File: config.mk
export PLATFORM = sky130hd
export DESIGN_NAME = mul_issue_ctrl
export DESIGN_NICKNAME = d
export VERILOG_FILES = /design/src/rtl/mul_pkg.sv /design/src/rtl/mul_op_decode.sv /design/src/rtl/mul_issue_ctrl.sv
export SDC_FILE = /design/constraint.sdc
export NUM_CORES = 1
export LEC_CHECK = 0
export BUFFER_PORTS_ARGS = -buffer_cell sky130_fd_sc_hd__clkbuf_2
export CORE_MARGIN = 10
export CORE_UTILIZATION = 46
export DETAILED_ROUTE_END_ITERATION = 16
export PLACE_DENSITY = 0.89
export SKIP_LAST_GASP = 1
export SLEW_MARGIN = 20
export SYNTH_ARGS = -nofsm -noshare
export SYNTH_HDL_FRONTEND = slang
export SYNTH_SLANG_ARGS = --single-unit
export TNS_END_PERCENT = 5
File: constraint.sdc
create_clock -name clk -period 1.9 [get_ports clk]
set_input_delay 0.095 -clock clk [delete_from_list [all_inputs] [get_ports clk]]
set_output_delay 0.095 -clock clk [all_outputs]
set_load 0.01 [all_outputs]
File: src/rtl/mul_pkg.sv
// Shared encodings for the multiplier issue controller: op codes, FSM states
// and operand signedness selections.
package mul_pkg;

  localparam logic [1:0] MUL_OP_MUL    = 2'b00;
  localparam logic [1:0] MUL_OP_MULH   = 2'b01;
  localparam logic [1:0] MUL_OP_MULHSU = 2'b10;
  localparam logic [1:0] MUL_OP_MULHU  = 2'b11;

  // {rs1 signed, rs2 signed}
  localparam logic [1:0] MUL_SGN_SS = 2'b11;
  localparam logic [1:0] MUL_SGN_SU = 2'b10;
  localparam logic [1:0] MUL_SGN_UU = 2'b00;

  typedef enum logic [2:0] {
    ST_IDLE  = 3'd0,
    ST_ISSUE = 3'd1,
    ST_WAIT  = 3'd2,
    ST_RESP  = 3'd3,
    ST_DRAIN = 3'd4
  } mul_state_e;

endpackage

File: src/rtl/mul_op_decode.sv
// Combinational RV32M MUL-class decode: op -> operand signedness and which
// product half is returned.
module mul_op_decode
  import mul_pkg::*;
(
  input  logic [1:0] op,
  output logic [1:0] mul_signed,
  output logic       sel_hi
);

  // Op to signedness / half-select lookup
  always_comb begin
    mul_signed = MUL_SGN_SS;
    sel_hi     = 1'b0;
    case (op)
      MUL_OP_MUL: begin
        mul_signed = MUL_SGN_SS;
        sel_hi     = 1'b0;
      end
      MUL_OP_MULH: begin
        mul_signed = MUL_SGN_SS;
        sel_hi     = 1'b1;
      end
      MUL_OP_MULHSU: begin
        mul_signed = MUL_SGN_SU;
        sel_hi     = 1'b1;
      end
      MUL_OP_MULHU: begin
        mul_signed = MUL_SGN_UU;
        sel_hi     = 1'b1;
      end
      default: begin
        mul_signed = MUL_SGN_SS;
        sel_hi     = 1'b0;
      end
    endcase
  end

endmodule

File: src/rtl/mul_issue_ctrl.sv
// Issue controller for a handshaked multiplier: one multiply outstanding,
// selected product half returned over valid/ready. Optional MUL_ISSUE_REUSE_EN.
module mul_issue_ctrl
  import mul_pkg::*;
#(
  parameter int XLEN  = 32,
  parameter int TAG_W = 5
) (
  input  logic             clk,
  input  logic             rst,
  input  logic             req_valid,
  output logic             req_ready,
  input  logic [1:0]       req_op,
  input  logic [XLEN-1:0]  req_rs1,
  input  logic [XLEN-1:0]  req_rs2,
  input  logic [TAG_W-1:0] req_tag,
  input  logic             flush,
  input  logic             mul_inready,
  output logic             mul_invalid,
  output logic [1:0]       mul_signed,
  output logic [XLEN-1:0]  mul_a,
  output logic [XLEN-1:0]  mul_b,
  output logic             mul_flush,
  input  logic             mul_outvalid,
  input  logic [XLEN-1:0]  mul_result_hi,
  input  logic [XLEN-1:0]  mul_result_lo,
  output logic             resp_valid,
  input  logic             resp_ready,
  output logic [XLEN-1:0]  resp_data,
  output logic [TAG_W-1:0] resp_tag
);

  mul_state_e       state_q, state_d;
  logic [XLEN-1:0]  a_q, a_d;
  logic [XLEN-1:0]  b_q, b_d;
  logic [1:0]       signed_q, signed_d;
  logic             sel_hi_q, sel_hi_d;
  logic [TAG_W-1:0] tag_q, tag_d;
  logic [XLEN-1:0]  resp_data_q, resp_data_d;
  logic             mul_invalid_s;
  logic             mul_flush_s;
  logic [1:0]       dec_signed_s;
  logic             dec_sel_hi_s;

`ifdef MUL_ISSUE_REUSE_EN
  logic [XLEN-1:0]  cache_hi_q, cache_hi_d;
  logic [XLEN-1:0]  cache_lo_q, cache_lo_d;
  logic [XLEN-1:0]  cache_a_q, cache_a_d;
  logic [XLEN-1:0]  cache_b_q, cache_b_d;
  logic [1:0]       cache_signed_q, cache_signed_d;
  logic             cache_valid_q, cache_valid_d;
  logic             hit_s;
`endif

  mul_op_decode u_decode (
    .op         (req_op),
    .mul_signed (dec_signed_s),
    .sel_hi     (dec_sel_hi_s)
  );

`ifdef MUL_ISSUE_REUSE_EN
  // Low half does not depend on signedness, so MUL hits on operands alone
  always_comb begin
    hit_s = cache_valid_q && (req_rs1 == cache_a_q) && (req_rs2 == cache_b_q) &&
            ((req_op == MUL_OP_MUL) || (dec_signed_s == cache_signed_q));
  end
`endif

  // Next-state, capture and strobe logic
  always_comb begin
    state_d       = state_q;
    a_d           = a_q;
    b_d           = b_q;
    signed_d      = signed_q;
    sel_hi_d      = sel_hi_q;
    tag_d         = tag_q;
    resp_data_d   = resp_data_q;
    mul_invalid_s = 1'b0;
    mul_flush_s   = 1'b0;
`ifdef MUL_ISSUE_REUSE_EN
    cache_hi_d     = cache_hi_q;
    cache_lo_d     = cache_lo_q;
    cache_a_d      = cache_a_q;
    cache_b_d      = cache_b_q;
    cache_signed_d = cache_signed_q;
    cache_valid_d  = cache_valid_q;
`endif
    case (state_q)
      ST_IDLE: begin
        if (req_valid && !flush) begin
          a_d      = req_rs1;
          b_d      = req_rs2;
          signed_d = dec_signed_s;
          sel_hi_d = dec_sel_hi_s;
          tag_d    = req_tag;
          state_d  = ST_ISSUE;
`ifdef MUL_ISSUE_REUSE_EN
          if (hit_s) begin
            resp_data_d = dec_sel_hi_s ? cache_hi_q : cache_lo_q;
            state_d     = ST_RESP;
          end else begin
            resp_data_d = resp_data_q;
          end
`endif
        end else begin
          state_d = ST_IDLE;
        end
      end
      ST_ISSUE: begin
        if (flush) begin
          state_d = ST_IDLE;
        end else if (mul_inready) begin
          mul_invalid_s = 1'b1;
          state_d       = ST_WAIT;
        end else begin
          state_d = ST_ISSUE;
        end
      end
      ST_WAIT: begin
        // flush beats a coincident product: the product is dropped
        if (flush) begin
          mul_flush_s = 1'b1;
          state_d     = ST_DRAIN;
        end else if (mul_outvalid) begin
          resp_data_d = sel_hi_q ? mul_result_hi : mul_result_lo;
          state_d     = ST_RESP;
`ifdef MUL_ISSUE_REUSE_EN
          cache_hi_d     = mul_result_hi;
          cache_lo_d     = mul_result_lo;
          cache_a_d      = a_q;
          cache_b_d      = b_q;
          cache_signed_d = signed_q;
          cache_valid_d  = 1'b1;
`endif
        end else begin
          state_d = ST_WAIT;
        end
      end
      ST_RESP: begin
        if (flush || resp_ready) begin
          state_d = ST_IDLE;
        end else begin
          state_d = ST_RESP;
        end
      end
      ST_DRAIN: begin
        if (mul_inready) begin
          state_d = ST_IDLE;
        end else begin
          state_d = ST_DRAIN;
        end
      end
      default: begin
        state_d = ST_IDLE;
      end
    endcase
`ifdef MUL_ISSUE_REUSE_EN
    if (flush) begin
      cache_valid_d = 1'b0;
    end else begin
      cache_valid_d = cache_valid_d;
    end
`endif
  end

  // State and data registers
  always_ff @(posedge clk) begin
    if (rst) begin
      state_q     <= ST_IDLE;
      a_q         <= '0;
      b_q         <= '0;
      signed_q    <= 2'b00;
      sel_hi_q    <= 1'b0;
      tag_q       <= '0;
      resp_data_q <= '0;
`ifdef MUL_ISSUE_REUSE_EN
      cache_hi_q     <= '0;
      cache_lo_q     <= '0;
      cache_a_q      <= '0;
      cache_b_q      <= '0;
      cache_signed_q <= 2'b00;
      cache_valid_q  <= 1'b0;
`endif
    end else begin
      state_q     <= state_d;
      a_q         <= a_d;
      b_q         <= b_d;
      signed_q    <= signed_d;
      sel_hi_q    <= sel_hi_d;
      tag_q       <= tag_d;
      resp_data_q <= resp_data_d;
`ifdef MUL_ISSUE_REUSE_EN
      cache_hi_q     <= cache_hi_d;
      cache_lo_q     <= cache_lo_d;
      cache_a_q      <= cache_a_d;
      cache_b_q      <= cache_b_d;
      cache_signed_q <= cache_signed_d;
      cache_valid_q  <= cache_valid_d;
`endif
    end
  end

  assign req_ready   = (state_q == ST_IDLE);
  assign resp_valid  = (state_q == ST_RESP);
  assign mul_invalid = mul_invalid_s;
  assign mul_flush   = mul_flush_s;
  assign mul_signed  = signed_q;
  assign mul_a       = a_q;
  assign mul_b       = b_q;
  assign resp_data   = resp_data_q;
  assign resp_tag    = tag_q;

endmodule

==> Word-level counts from Yosys, hierarchy flattened <==
Index checks and enable logic that the tools add are counted.
Widths: inputs -> output; s select.
{ "word_totals": {"n_memories": 0, "wordCells": 40, "romBits": 0, "output_inout_bits": 107, "ff_bits": 107, "mem_bits_rw": 0, "latchBits": 0} }
{ "op_classes": {"shifts": 0, "addsub": 0, "n_reduce_logical": 9, "mux": 16, "n_eq_ne": 7, "n_bitwise": 1, "n_lt_le_gt_ge": 0, "div": 0, "multipliers": 0} }
{ "op_table": {"columns": ["operator", "n"], "rows": [
  ["$mux 32", 1],
  ["$pmux 3 s5", 1],
  ["$mux 1", 7],
  ["$eq 3x2->1 const B", 2],
  ["$mux 2", 3],
  ["$mux 3", 2],
  ["$pmux 2 s3", 1],
  ["$eq 2x2->1 const B", 2],
  ["$eq 3x1->1 const B", 1],
  ["$eq 3x3->1 const B", 1],
  ["$logic_not 3->1", 1],
  ["$reduce_and 3->1", 1],
  ["$reduce_or 3->1", 1],
  ["$eq 2x1->1 const B", 1],
  ["$logic_not 2->1", 1],
  ["$pmux 1 s2", 1],
  ["$reduce_and 2->1", 1],
  ["$reduce_or 2->1", 1],
  ["$logic_and 1x1->1", 1],
  ["$logic_not 1->1", 1],
  ["$logic_or 1x1->1", 1],
  ["$not 1->1", 1]
]} }

==> Logic depth before layout (Yosys ltp) <==
Gate-level depths: netlist (run 1).
{ "logic_depth": {"word_depth": 4, "ltp_mapped": 7, "ltp_nobuf": 3} }

==> By module <==
From an unflattened synthesis (run 1), not the netlist that was laid out.
{ "unflattened": {"cells_unflattened": 522, "area_unflattened_um2": 5098.6} }
{ "modules_own_cells": {"columns": ["mod", "cells_each", "area_each_um2", "instances"], "rows": [
  ["mul_issue_ctrl", 519, 5084.9, 1],
  ["mul_op_decode", 3, 13.8, 1]
]} }

==> Least setup slack after synthesis (run 1) <==
OpenSTA, ideal clock, no wires.
{ "synth_path": {"path_type": "register to register", "startpoint": "register state_q[0]", "endpoint": "register sel_hi_q", "path_slack_ns": 0.576, "synth_period_minus_slack_ns": 1.324, "stages_incl_launch_ff": 7, "t_required_ns": 1.766, "t_arrival_ns": 1.190, "setup_time_ns": 0.134, "cell_sequence": "dfxtp_1 > buf_2 > nor3_4 > and2_1 > buf_2 > buf_2 > a211oi_1"} }
{ "synth_between": {"elab_chain_cells": 2} }
{ "synth_rtl": {"columns": ["item", "line", "text"], "rows": [
  ["start: declaration", "mul_issue_ctrl.sv:33", "mul_state_e state_q, state_d;"],
  ["start signal: assignment", "mul_issue_ctrl.sv:185", "state_q <= state_d;"],
  ["$logic_not 3->1", "mul_issue_ctrl.sv:88", "case (state_q)"],
  ["$reduce_and 2->1 (no line)", null, null],
  ["end signal: assignment", "mul_issue_ctrl.sv:189", "sel_hi_q <= sel_hi_d;"],
  ["end: declaration", "mul_issue_ctrl.sv:37", "logic sel_hi_q, sel_hi_d;"]
]} }
Every way passes these cells.
A chain may end at the register's enable or synchronous reset.

==> Worst setup path in the final report (run 1) <==
{ "layout_path": {"startpoint": "register state_q[0]", "endpoint": "register b_q[19] (netlist: mul_b[19])"} }
{ "layout_between": {"elab_chain_cells": 2} }
{ "layout_rtl": {"columns": ["item", "line", "text"], "rows": [
  ["$logic_not 3->1", "mul_issue_ctrl.sv:88", null],
  ["$reduce_and 2->1 (no line)", null, null],
  ["end signal: assignment", "mul_issue_ctrl.sv:171", "b_q <= '0;"],
  ["end signal: assignment", "mul_issue_ctrl.sv:187", "b_q <= b_d;"],
  ["end: declaration", "mul_issue_ctrl.sv:35", "logic [XLEN-1:0] b_q, b_d;"]
]} }
Every way passes these cells.

==> results of run 1 <==
## flip-flops by register name, indices dropped and copies added (netlist names)
register,cells
mul_b,32
state_q,3
resp_data,32
sel_hi_q,1
resp_tag,5
mul_a,32
mul_signed,2
## worst register-to-register path, stage by stage, from the launching register on
cell      delay [ps]
dfxtp_1          430
nor3_4           280
buf_4            520
nand4b_1         270
o21ai_1          120
## cell usage in the layout, fill, tap and decap left out, types with 10 or more instances in the layout
master,netlist,final
a21oi_1,36,36
dfxtp_1,107,106
clkbuf_2,0,247
nand4b_1,69,69
mux2i_1,32,32
o21ai_1,69,69
nand2b_1,71,71
dlygate4sd3_1,0,64
clkbuf_8,0,10
a211oi_2,30,30
## repair_timing
| item | in CTS | in global routing |
|---|---|---|
| hold buffers | 63 | 1 |
| endpoints found under the hold margin | 63 | 1 |
| setup endpoints to repair | 0 | 0 |
## cell families after synthesis
group / Yosys count
AOI/OAI and AO/OA: 143
buffers and inverters: 61
DFF: 107
muxes: 32
and+or+nand+nor: 156
## cells in the mapped netlist
cell / n / area share, %
and3b_1: 1 / 0.18
o22a_1: 1 / 0.18
dfxtp_1: 107 / 44
nor4b_1: 1 / 0.18
mux2i_1: 32 / 6.5
a21oi_1: 36 / 3.7
clkbuf_1: 22 / 1.7
o21ai_1: 69 / 7.0
nand4b_1: 69 / 12
and2_1: 2 / 0.25
or3_1: 1 / 0.13
buf_2: 25 / 2.6
and2_4: 1 / 0.18
buf_1: 2 / 0.15
a211oi_2: 30 / 7.7
buf_6: 6 / 1.4
nor2b_1: 1 / 0.13
buf_4: 6 / 0.92
nor3_4: 1 / 0.33
nor3_1: 4 / 0.41
a211oi_1: 5 / 0.77
a311oi_1: 2 / 0.36
nand2b_1: 71 / 9.1
nand2_1: 3 / 0.23
nor2_1: 1 / 0.076
## cell type report
| type | instances | area [um^2] | share of cell area (%) |
|---|---|---|---|
| multi-input combinational | 331 | 2440 | 35.1 |
| antenna | 2 | 5.00 | 0.0719 |
| timing repair buffer | 324 | 2020 | 29.1 |
| tap | 136 | 170 | 2.44 |
| clock inverter | 5 | 36.3 | 0.521 |
| sequential | 107 | 2140 | 30.8 |
| clock buffer | 11 | 141 | 2.03 |
## routing by layer
layer | GRT usage, % | vias to the layer above
met2 | 37.6 | 243
met5 | 0 | -
met4 | 9.17 | 0
li1 | - | 2370
met3 | 8.66 | 55
met1 | 21.2 | 2344
## where the power goes
| part | switching [uW] | leakage (uW) | internal [uW] | total [uW] |
|---|---|---|---|---|
| clock | 770 | 0.0000820 | 517 | 1290 |
| combinational | 419 | 0.00192 | 406 | 825 |
| sequential | 50.9 | 0.000871 | 2330 | 2380 |
## final timing paths
path | startpoint | end | slack [ps] | depth (start not counted)
max | state_q[0] | mul_b[19] | 220 | 4
min reg2reg | mul_b[16] | mul_b[16] | 470 | 2
max reg2reg | state_q[0] | mul_b[19] | 220 | 4
min | req_rs1[21] | mul_a[21] | 10 | 3
## stage by stage
stage | cell area (um^2) | power, uW
3_5_place_dp | 6140 | 3130
4_1_cts | 6950 | 4520
6_report | 6970 | 4490
3_3_place_gp | 6140 | 3100
5_1_grt | 6970 | 4690
2_1_floorplan | 4910 | 2820
==> impl_results.md, run 1 <==
* Status: completed
* Synthesized area at 4910 um^2
* CP Buf/Inv Count at 1
* Pleak at 0.00288 uW
* Number of global-route vias before repair at 5,204
* WL met1 at 6070 um
* Setup CP Type: reg -> reg
* DR vias/cell at 5.47
* Least-Margin Pin Slew at 596 ps
* Worst skew pair latency at 360 ps
* Share of cells above drive strength 1 at 39.8%
* GPL Wtd Cong at 0.871
* Worst hold slack at 10.8 ps
* First-pass GRT wire length at 26,200 um
* Die ar. at 15,200 um^2
* Met3 WL at 1780 um
* Longest Clk Path Bufs at 2
* Crit. End Element: register
* PostCTS Resize Cnt at 0
* Total GRT Usage at 21.1%
* Simple-Gate Fraction of Synth Area at 23.5%
* Final setup fails at 0
* Count of pins over their slew limit at 0
* Setup TNS at 0 ps
* Register area share after synthesis at 43.7%
* Initial Util at 47.3%
* DP Wirelength at 11,600 um
* Post-CTS Repair Setup Buffers at 0
* Syn Nets at 641
* Post-synthesis mux area share at 6.53%
* Max-Cap Viols at 0
* Area growth from synthesis to layout at 42.0%
* Synthesis warning total at 0
* Final nets at 915
* Clock-pin slew on the worst setup and hold paths at 100 ps
* Avg Cell Area, Syn at 9.83 um^2
* Setup WS post-layout at 223 ps
* Fin util at 67.2%
* Clk sink count at 107
* Clock tree root driver cell: clkbuf_8
* Fin. Hold Viols at 0
* XOR/XNOR Fraction of Synth Area at 0%
* Routed len/inst at 18.6 um
* # H-tree levels at 3
* Total global routing overflow at 0
* Drt initial violations at 406
* Die Span Y at 123 um
* Max Freq at 596 MHz
* CP max FO at 56
* Final std cells w/o fill at 916
* Post-synthesis compound-gate area fraction at 19.7%
* Adder-Cell Fraction of Synth Area at 0%
* RSZ-0062 raised after global routing: no
* Tcrit/Tclk final at 88.3%
* Via count at 5,012
* Max incr delay on CP at 520 ps
* Dpl ws at 238 ps
* WP data arrival at 1970 ps
* Max IR drop VDD at 383 uV
* DRC viols at 0
* CP delay by family, top: buffers and inverters
* #FFs+latches synth at 107
* Worst path slowest cell: buf_4
* # rows at 37
* Power Dens Cells at 644 nW/um^2
* CTS tree: done
* Worst hold path class: in -> reg
* Largest family of logic cells by synthesized area: simple AND/OR/NAND/NOR gates
* Post-layout min period at 1680 ps
* Post-synth cell types at 25
* Core area at 10,400 um^2
* Crit path required time at 2190 ps
* CTS buffer count at 9
* TritonRoute pass-1 iters at 6
* Inst Count DP at 834
* Final wirelength at 17,000 um
* Filler instances at 794
* Max Used Layer: met4
* Slew headroom at 60.3%
* Routed wl met2 at 8510 um
* Antenna Nets Post-Route at 0
* Horiz. Die Dim at 123 um
* Count of input and output buffers at 248
* Largest net degree at the start of global routing at 87
* Initial antenna violation count at 2
* Layout Skew at 16.6 ps
* Worst setup SP type: register
* IO Pins at 249
* Cells after Synth at 499
* CP cell instances: nor3_4, buf_4, nand4b_1, o21ai_1
No activity file was read; power rests on OpenSTA's default activity.
==> inputs of run 2 (changes only) <==
==> constraint.sdc (replaced) <==
create_clock -name clk -period 1.9 [get_ports clk]
set_input_delay 0.19 -clock clk [delete_from_list [all_inputs] [get_ports clk]]
set_output_delay 0.19 -clock clk [all_outputs]
set_load 0.01 [all_outputs]
==> run 2 against run 1 <==
Against the previous run:
- register-to-register slack gained 40 ps
- critical path depth shrank 1
- combinational power shrank 15%
- sequential share of layout area grew 3.0 points
- total power grew 1.6%
- clock power grew 16%
- count of clock-buffer cells in the layout is the same
- cell count shrank 7.4%
- worst hold slack gained 40 ps
- largest power group unchanged
==> impl_results.md, run 2 (synthesized netlist as in run 1, its figures left out) <==
* Worst skew pair latency at 350 ps (about the same)
* Commonest non-fill, non-tap cell in the layout: clkbuf_2
* DP Wirelength at 11,500 um (-0.97%)
* GPL Wtd Cong at 0.861 (-1.2%)
* Max incr delay on CP at 440 ps (-80 ps)
* Part of the power in registers at 52.0% (-0.9 points)
* Setup TNS at 0 ps (unchanged)
* Least-Margin Pin Slew at 573 ps (-23.4 ps)
* Seq. cell area at 2140 um^2 (unchanged)
* Crit path required time at 1710 ps (-480 ps)
* IO Pins at 249 (unchanged)
* Crit. End Element: output port
* Internal Pwr Total at 3390 uW (+4.3%)
* DR vias/cell at 5.42 (-0.97%)
* Count of pins over their slew limit at 0 (unchanged)
* Worst path slowest cell: dfxtp_1
* # H-tree levels at 3 (unchanged)
* Final setup fails at 0 (unchanged)
* Antenna Nets Post-Route at 0 (unchanged)
* # hold bufs at CTS at 0 (-100%)
* CP max FO at 10 (-82%)
* CP delay by family, top: simple AND/OR/NAND/NOR gates
* Filler instances at 890 (+12%)
* Most frequent cells in the layout: 247 x clkbuf_2, 106 x dfxtp_1, 71 x nand2b_1
* Max Freq at 593 MHz (-0.48%)
* Tot Pwr at 4560 uW (+1.6%)
* CP cell instances: nand2b_1, nor4b_1, clkbuf_2
* Drt initial violations at 342 (-16%)
* Slew headroom at 61.8% (+1.6 points)
* Post-CTS Repair Setup Buffers at 0 (unchanged)
* Final nets at 850 (-7.1%)
* Routed len/inst at 18.0 um (-3.1%)
* CTS buffer count at 9 (unchanged)
* Die Span Y at 123 um (unchanged)
* Horiz. Die Dim at 123 um (unchanged)
* Fin. Hold Viols at 0 (unchanged)
* Initial Util at 47.3% (unchanged)
* Clk sink count at 107 (unchanged)
* Clock tree root driver cell: clkbuf_8
* Total GRT Usage at 18.8% (-2.3 points)
* PostCTS Resize Cnt at 0 (unchanged)
* CTS tree: done
* Status: completed
* Fin util at 61.3% (-5.9 points)
* TritonRoute pass-1 iters at 5 (-1)
* Post-layout min period at 1690 ps (+8.03 ps)
* Sw Share at 25.7% (-1.9 points)
* Clk pwr share at 32.6% (+3.9 points)
* Layout Skew at 13.1 ps (-3.46 ps)
* Via count at 4,595 (-8.3%)
* CP Buf/Inv Count at 1 (unchanged)
* Setup CP Type: reg -> out
* # rows at 37 (unchanged)
* RSZ-0062 raised after global routing: no
* Longest Clk Path Bufs at 2 (unchanged)
* Total global routing overflow at 0 (unchanged)
* Worst setup SP type: register
* Logic pwr share at 15.4% (-3.0 points)
* Final wirelength at 15,200 um (-10%)
* Diodes inserted at 0 (-2)
* P_sw at 1170 uW (-5.4%)
* Worst hold path class: in -> reg
* WP data arrival at 1500 ps (-470 ps)
* Number of global-route vias before repair at 4,666 (-10%)
* Share of cells above drive strength 1 at 43.1% (+3.3 points)
* Die ar. at 15,200 um^2 (unchanged)
* Core area at 10,400 um^2 (unchanged)
* First-pass GRT wire length at 23,400 um (-11%)
* Initial antenna violation count at 0 (-2)
* Max-Cap Viols at 0 (unchanged)
* Tcrit/Tclk final at 88.7% (+0.42 points)
* Max IR drop VDD at 402 uV (+5.0%)
* Largest net degree at the start of global routing at 81 (-6.9%)
* Area growth from synthesis to layout at 29.5%
* Count of input and output buffers at 248 (unchanged)
* Pleak at 0.00263 uW (-8.7%)
* Power Dens Cells at 718 nW/um^2 (+11%)
* Multi-input gate area at 2440 um^2 (unchanged)
* DRC viols at 0 (unchanged)
* Clock-pin slew on the worst setup and hold paths at 100 ps (about the same)
run 2: changes by cell type in the layout (fill, tap and decap cells not counted):
cell | before | now
inv_6 | 1 | 0
buf_12 | 4 | 5
clkinv_2 | 1 | 0
buf_4 | 9 | 7
clkinvlp_4 | 3 | 1
clkbuf_1 | 1 | 2
diode_2 | 2 | 0
dlygate4sd3_1 | 64 | 0
clkbuf_8 | 10 | 9
clkinv_4 | 0 | 1
bufinv_16 | 0 | 2
run 2: per-layer routing:
metal / vias to the layer above / global-route usage (%) / wire length (um)
met4: 0 / 6.40 / 313
met1: 2178 / 20.6 / 5560
met2: 163 / 32.2 / 7850
li1: 2232 / - / -
met5: - / 0 / 0
met3: 22 / 7.66 / 1520
run 2: area by class of cell:
| type | instances | area share, % |
|---|---|---|
| Multi-Input combinational cell | 331 | 38.5 |
| Sequential cell | 107 | 33.7 |
| Timing Repair Buffer | 259 | 21.9 |
| Tap cell | 136 | 2.68 |
| Clock buffer | 11 | 2.07 |
| Clock inverter | 4 | 1.20 |
run 2: worst paths after layout:
path                            startpoint             to  slack, ps  cells after the start
worst max-delay path            state_q[1]    mul_invalid        210                      3
worst max register to register  state_q[0]  resp_data[30]        260                      5
worst min register to register    mul_a[7]       mul_a[7]        470                      2
worst min-delay path             req_op[1]  mul_signed[0]         50                      2
run 2: power groups by stage:
stage | registers (uW) | logic (uW) | clock network, uW
global route | 2380 | 770 | 1610
detailed placement | 2430 | 708 | 0
global placement | 2420 | 683 | 0
finish | 2370 | 703 | 1490
CTS | 2370 | 710 | 1530
floorplan | 2450 | 363 | 0
run 2: per-stage QoR:
step / cell area, um^2 / instances / hold WS [ps] / worst slack, ps
finish: 6350 / 848 / 51.1 / 214
global placement: 6150 / 833 / 412 / 340
global route: 6350 / 848 / 19.3 / 122
floorplan: 4910 / 499 / 287 / 576
CTS: 6350 / 848 / 28.4 / 222
detailed placement: 6150 / 833 / 418 / 263
